`src/rtl/uart_tx_fifo.sv`:
```
// Byte FIFO and sequencer feeding a UART transmitter, keeping tx_trigger high across queued bytes.
// Optional sticky overflow flag enabled by defining UART_TX_FIFO_OVF_EN.
module uart_tx_fifo #(
  parameter int ADDR_W = 4
) (
  input  logic              clk,
  input  logic              rst,
  input  logic              wr_en,
  input  logic [7:0]        wr_data,
  output logic              full,
  output logic              empty,
  output logic [ADDR_W:0]   count,
  output logic [7:0]        tx_byte,
  output logic              tx_trigger,
  input  logic              tx_done,
  output logic              busy,
  output logic              overflow
);

  localparam int DEPTH = 2 ** ADDR_W;
  localparam logic [ADDR_W:0] FULL_CNT = (ADDR_W + 1)'(DEPTH);

  typedef enum logic {IDLE, SEND} state_t;

  state_t              state_q, state_d;
  logic [7:0]          mem_q [DEPTH];
  logic [ADDR_W-1:0]   wptr_q, wptr_d;
  logic [ADDR_W-1:0]   rptr_q, rptr_d;
  logic [ADDR_W:0]     count_q, count_d;
  logic                full_q, full_d;
  logic                empty_q, empty_d;
  logic [7:0]          tx_byte_q, tx_byte_d;
  logic                wr_ok;
  logic                pop;

  always_comb begin
    wr_ok   = wr_en && !full_q;
    pop     = 1'b0;
    state_d = state_q;
    case (state_q)
      IDLE: begin
        if (!empty_q) begin
          pop     = 1'b1;
          state_d = SEND;
        end
      end
      SEND: begin
        // tx_done with nothing queued ends the stream; a same-cycle write waits for IDLE
        if (tx_done) begin
          if (!empty_q) pop = 1'b1;
          else          state_d = IDLE;
        end
      end
      default: state_d = IDLE;
    endcase

    wptr_d    = wr_ok ? wptr_q + ADDR_W'(1) : wptr_q;
    rptr_d    = pop   ? rptr_q + ADDR_W'(1) : rptr_q;
    tx_byte_d = pop   ? mem_q[rptr_q] : tx_byte_q;

    case ({wr_ok, pop})
      2'b10:   count_d = count_q + (ADDR_W + 1)'(1);
      2'b01:   count_d = count_q - (ADDR_W + 1)'(1);
      default: count_d = count_q;
    endcase

    full_d  = (count_d == FULL_CNT);
    empty_d = (count_d == '0);
  end

  always_ff @(posedge clk) begin
    if (rst) begin
      state_q   <= IDLE;
      wptr_q    <= '0;
      rptr_q    <= '0;
      count_q   <= '0;
      full_q    <= 1'b0;
      empty_q   <= 1'b1;
      tx_byte_q <= 8'h00;
    end else begin
      state_q   <= state_d;
      wptr_q    <= wptr_d;
      rptr_q    <= rptr_d;
      count_q   <= count_d;
      full_q    <= full_d;
      empty_q   <= empty_d;
      tx_byte_q <= tx_byte_d;
    end
  end

  // Storage is not reset; stale entries are unreachable once the pointers clear.
  always_ff @(posedge clk) begin
    if (wr_ok) mem_q[wptr_q] <= wr_data;
  end

`ifdef UART_TX_FIFO_OVF_EN
  logic ovf_q, ovf_d;

  always_comb begin
    ovf_d = ovf_q || (wr_en && full_q);
  end

  always_ff @(posedge clk) begin
    if (rst) ovf_q <= 1'b0;
    else     ovf_q <= ovf_d;
  end

  assign overflow = ovf_q;
`else
  assign overflow = 1'b0;
`endif

  assign full       = full_q;
  assign empty      = empty_q;
  assign count      = count_q;
  assign tx_byte    = tx_byte_q;
  assign tx_trigger = (state_q == SEND);
  assign busy       = (state_q == SEND) || (count_q != '0);

endmodule

```
`config.mk`:
```
export PLATFORM = sky130hd
export DESIGN_NAME = uart_tx_fifo
export DESIGN_NICKNAME = d
export VERILOG_FILES = /design/src/rtl/uart_tx_fifo.sv
export SDC_FILE = /design/constraint.sdc
export NUM_CORES = 1
export LEC_CHECK = 0
export CAP_MARGIN = 0
export CORE_MARGIN = 3
export CORE_UTILIZATION = 60
export CTS_CLUSTER_DIAMETER = 100
export DETAILED_ROUTE_END_ITERATION = 6
export GPL_TIMING_DRIVEN = 0
export MAX_ROUTING_LAYER = met4
export PLACE_DENSITY = 0.79
export SYNTH_ARGS = -nofsm -noshare
export SYNTH_HDL_FRONTEND = slang
export SYNTH_SLANG_ARGS = --single-unit
```
`constraint.sdc`:
```
create_clock -name clk -period 3.7 [get_ports clk]
set_input_delay 0.74 -clock clk [delete_from_list [all_inputs] [get_ports clk]]
set_output_delay 0.74 -clock clk [all_outputs]
set_load 0.05 [all_outputs]
```
* After elaboration in Yosys (flattened, before gate mapping)
Memories as Yosys holds them, arrays and structs flattened. A register that Yosys moved wholly into a read port is not among the register bits.
Index checks and enable logic that the tools add are counted.
** Cells by class
- $add $sub $neg :: 4
- Equal/unequal tests :: 3
- Mux-type cells :: 8
- Bitwise logic cells :: 1
- Reductions and logical operators :: 5
** Operators by type and width (count)
- 5-bit case mux with 2 select lines :: 1
- 4-bit by 1-bit adder with 4-bit output (second input constant) :: 2
- 5-bit by 1-bit adder with 5-bit output (second input constant) :: 1
- 5-bit equality test (second input constant) :: 1
- 5-bit logical NOT :: 1
- 1-bit two-way mux :: 5
- 5-bit nonzero test :: 1
- 5-bit by 1-bit subtractor with 5-bit output (second input constant) :: 1
- 1-bit case mux with 2 select lines :: 2
- 2-bit by 1-bit equality test with 1-bit output (second input constant) :: 1
- 2-bit equality test (second input constant) :: 1
- 1-bit logical AND :: 1
- 1-bit logical NOT :: 1
- 1-bit logical OR :: 1
- 1-bit NOT :: 1
** Storage, ports and cells
- Flip-flop bits (word level) :: 16
- RAM bits :: 128
- Word-level logic and storage cells :: 28
- Memories :: 1
** Memories
- mem_q :: depth 16, bits a word 8, rd ports 1, clocked after memory_dff 1, write ports 1, RTL line 26 : logic [7:0] mem_q [DEPTH];

* Longest topological paths before layout
Gate-level depths: netlist of the first run.
- Depth in word-level cells :: 6
- Gate-level depth with buffers :: 10
- Depth with buffers taken out :: 10

* Worst setup path after synthesis of the first run
No wires, ideal clock.
- Kind :: input -> register
- From :: input tx_done
- To :: register full_q (netlist: full)
- Data arrival time :: 2625 ps
- Required time :: 3597 ps
- Setup slack :: 972 ps
- Cell stages on the path :: 8
- Path through :: nand2b_1 > nand2_1 > inv_1 > ha_1 > a21oi_1 > xnor3_1 > o31a_1 > a2111oi_2
** On the way
- Cells in the longest elaborated chain, start to end :: 5
- Elaborated cells on any way between the ends :: 6
- Those cells by class :: eq/ne: 3; mux: 3
** Ends and longest elaborated chain
- from (decl) :: RTL line 15 : input logic tx_done,
- 1-bit two-way mux * :: RTL line 49 : if (tx_done) begin
- 1-bit case mux with 2 select lines * :: RTL line 40 : case (state_q)
- 2-bit by 1-bit equality test with 1-bit output or 2-bit equality test (tied branches) :: RTL line 61 : case ({wr_ok, pop})
- 5-bit case mux with 2 select lines * :: RTL line 61
- 5-bit equality test * :: RTL line 67 : full_d = (count_d == FULL_CNT);
- to (signal assigned) :: RTL line 85 : full_q <= full_d;
- to (decl) :: RTL line 30 : logic full_q, full_d;
Every way passes the cells marked *; elsewhere a longest branch is shown, timed or not.
A chain may end at the register's enable or synchronous reset.

* Worst setup path after layout of the first run
- From :: register count_q[2] (netlist: count[2])
- To :: output busy
** On the way
- Cells in the longest elaborated chain, start to end :: 2
** Ends and longest elaborated chain
- from (decl) :: RTL line 29 : logic [ADDR_W:0] count_q, count_d;
- from (signal assigned) :: RTL line 84 : count_q <= count_d;
- 5-bit nonzero test :: RTL line 118 : assign busy = (state_q == SEND) || (count_q != '0);
- 1-bit logical OR :: RTL line 118
- to (decl) :: RTL line 16 : output logic busy,
No other way between the ends.

==> flow_metrics.env, run 1 <==
export IMPL_status="complete, no violations"
export IMPL_worst_ep_arrival_time_ps=2580
export IMPL_synth_cell_type_count=43
export IMPL_globalRouteOverflowTotal=0
export IMPL_rr_startpoint="empty$_SDFF_PP1_"
export IMPL_dieArea_um2=11400
export IMPL_multiInputGateArea_um2=1690
export IMPL_intPower_uw=3490
export IMPL_firstDrtPassIters=5
export IMPL_yosysWarnings=0
export IMPL_placed_cell_area_um2=6550
export IMPL_switching_share=0.317
export IMPL_power_leakage_uw=0.00231
export IMPL_worstMarginPinSlew_ps=952
export IMPL_fin_area_um2=7110
export IMPL_fmax_mhz=301
export IMPL_antenna_found_initial=0
export IMPL_cts_hold_buf=0
export IMPL_groute_usage_overall=0.242
export IMPL_crit_fanout=8
export IMPL_vias=3408
export IMPL_cp_num_buf_inv=2
export IMPL_dr_first_iter_drc_count=356
export IMPL_powerDensity_nw_per_um2=720
export IMPL_cpLargestDelayFamily="buffers and inverters"
export IMPL_syn_area_per_cell_um2=17.1
export IMPL_numCtsBuffers=17
export IMPL_wl_per_cell_um=22.0
export IMPL_die_x_um=107
export IMPL_synth_seq_cells=152
export IMPL_p_total_uw=5110
export IMPL_rsz0062_at_grt="false"
export IMPL_setup_ws_ps=376
export IMPL_endpoint_kind="primary output"
export IMPL_initial_core_util=0.622
export IMPL_hold_viol=0
export IMPL_synth_edf_count=128
export IMPL_p_switching_uw=1620
export IMPL_holdCritStartpoint="tx_byte[1]$_SDFFE_PP0P_"
export IMPL_portBuffers=28
export IMPL_grt_pass1_wl_um=19300
export IMPL_coreArea_um2=9820
export IMPL_die_h_um=107
export IMPL_fin_skew_ps=8.58
export IMPL_cts_repair_resized=0
export IMPL_ctsLongestPathBuffers=2
export IMPL_drc=0
export IMPL_clockRootBuffer="clkbuf_8"
export IMPL_ys_flop_type="edfxtp_1"
export IMPL_io_pins=30
export IMPL_pwr_share_comb=0.296
export IMPL_cts_sinks=152
export IMPL_vias_per_cell=6.17
export IMPL_row_count=36
export IMPL_max_slew_margin_rel=0.363
export IMPL_min_period_ps=3320
export IMPL_grt_pass1_vias=3459
export IMPL_place_ws_ps=84.0
export IMPL_syn_area_um2=6110
export IMPL_fin_nets=425
export IMPL_dp_hpwl_um=7730
export IMPL_clk_pin_slew_worst_paths_ps=70
export IMPL_synth_cells=358
export IMPL_gp_congestion=0.921
export IMPL_power_frac_seq=0.403
export IMPL_routed_wl_um=12200
export IMPL_power_share_clock=0.302
export IMPL_slowest_delay_ps=710
export IMPL_maxCapViolations=0
export IMPL_finalSetupTns_ps=0
export IMPL_startpoint_type="flip-flop"
export IMPL_cts_max_level=4
export IMPL_cts_setup_buffers=0
export IMPL_slew_viol_final=0
export IMPL_worst_skew_pair_late_latency_ps=520
export IMPL_required_ps=2960
export IMPL_ant_nets=0
export IMPL_setup_viol=0
export IMPL_async_flop_share=0
export IMPL_ys_seq_area_frac=0.708
export IMPL_crit_slowest_cell="clkdlybuf4s50_1"
export IMPL_synth_fp_nets=377
export IMPL_regArea_um2=4320
export IMPL_layout_drive_gt1_share=0.172
export IMPL_min_delay_path_class="flip-flop to flip-flop"
export IMPL_crit_chain="clkbuf_1 > or3_1 > or4_1 > clkdlybuf4s50_1"
export IMPL_areaGrowthSynthToFinish_pct=16.3
export IMPL_cp_startpoint="count[2]$_SDFF_PP0_"
export IMPL_grt_max_degree=17
export IMPL_antenna_cells=0
export IMPL_crit_type="flip-flop to primary output"
export IMPL_cts_tree="built"
export IMPL_vdd_drop_max_mv=0.405
export IMPL_post_route_period_util=0.898
export IMPL_n_fill_cell=638
## kinds of logic (layout without fill, tap and decap cells)
logic type | count (synthesis) | in the layout | synth area share
and+or+nand+nor | 77 | 77 | 0.0635
xor gates and xnor gates | 10 | 10 | 0.0166
other | 1 | 1 | 0.000614
AOI/OAI and AO/OA | 52 | 52 | 0.0588
DFF | 152 | 152 | 0.708
buffers and inverters | 26 | 87 | 0.0184
muxes | 33 | 33 | 0.120
adders and majority gates | 7 | 7 | 0.0143
## cell usage after synthesis (all sizes together), types with 2 or more instances
cell type | count | share of area
a22oi | 16 | 0.020
and2 | 3 | 0.0031
a211o | 2 | 0.0029
a21oi | 21 | 0.017
a21o | 2 | 0.0025
clkbuf | 11 | 0.0068
inv | 6 | 0.0037
xnor2 | 5 | 0.0072
xor2 | 4 | 0.0057
nand2b | 4 | 0.0041
nand3b | 2 | 0.0025
buf | 9 | 0.0080
nor3b | 2 | 0.0025
edfxtp | 128 | 0.63
dfxtp | 24 | 0.079
a311oi | 2 | 0.0029
nand2 | 13 | 0.0080
nor2 | 34 | 0.021
o31a | 2 | 0.0029
nand3 | 3 | 0.0025
nor3 | 6 | 0.0068
mux4 | 32 | 0.12
ha | 7 | 0.014
nor2b | 4 | 0.0066
nand4 | 2 | 0.0020
## metrics by stage
stage,utilization,hold WS [ps],instances
floorplan,-,482,358
global placement,0.667,467,519
detailed placement,0.667,491,519
CTS,0.721,506,551
global route,0.724,559,552
finish,0.724,495,552
## final cells by class
| type | count | share of cell area |
|---|---|---|
| buffer | 20 | 0.0127 |
| sequential | 152 | 0.609 |
| clock buffer | 20 | 0.0599 |
| clock inverter | 12 | 0.0146 |
| timing repair buffer | 29 | 0.0405 |
| tap | 133 | 0.0234 |
| inverter | 6 | 0.00317 |
| multi-input combinational | 180 | 0.237 |
## worst register-to-register path, stage by stage, from the launching register on
cell and delay [ps]:
dfxtp_1 510, inv_1 170, nand2_1 320, inv_1 180, ha_1 310, nor3b_1 280, nand4_1 130, a211o_1 300
a21o_1 200, a2111oi_2 350
## registers in the layout (all words and copies together) (netlist names)
register,count
empty,1
tx_trigger,1
tx_byte,8
rptr_q,4
mem_q,128
full,1
count,5
wptr_q,4
## layout by cell type, fill, tap and decap left out, types with 4 or more instances in the layout
cell type,count
inv_1,6
clkbuf_1,14
mux4_2,32
nor2_1,34
clkdlybuf4s50_1,28
a21oi_1,21
a22oi_1,16
nand2b_1,4
dfxtp_1,24
edfxtp_1,128
clkbuf_16,16
ha_1,7
nand2_1,13
xnor2_1,5
xor2_1,4
## per-layer routing
metal / part of all wire / track usage / wire, um / vias to the layer above
met1: 0.41 / 0.310 / 5010 / 1733
met5: 0 / - / 0 / -
met4: 0.029 / 0.114 / 350 / 0
met3: 0.058 / 0.0494 / 705 / 34
li1: - / - / - / 1507
met2: 0.50 / 0.377 / 6090 / 134
## path summary, 6_finish.rpt
check	end	slack [ps]	cells after the start
max reg2reg	full$_SDFF_PP0_	860	9
min	tx_byte[1]$_SDFFE_PP0P_	500	2
min reg2reg	tx_byte[1]$_SDFFE_PP0P_	500	2
max	busy	380	4
## power groups by stage
stage               Combinational (uW)  Clock, uW  Sequential, uW
finish                            1510       1540            2060
global route                      1640       1640            2070
CTS                               1510       1550            2060
detailed placement                1500          0            2090
global placement                  1480          0            2090
floorplan                          913          0            2280
(Power assumes the default switching activity.)
==> run 2: changes to the inputs <==
--- a/config.mk
+++ b/config.mk
@@ -16,3 +16,4 @@
 export SYNTH_ARGS = -nofsm -noshare
 export SYNTH_HDL_FRONTEND = slang
 export SYNTH_SLANG_ARGS = --single-unit
+export TNS_END_PERCENT = 5
==> results of run 2 <==
The final DEF is identical to that of run 1; final timing and power are the same.
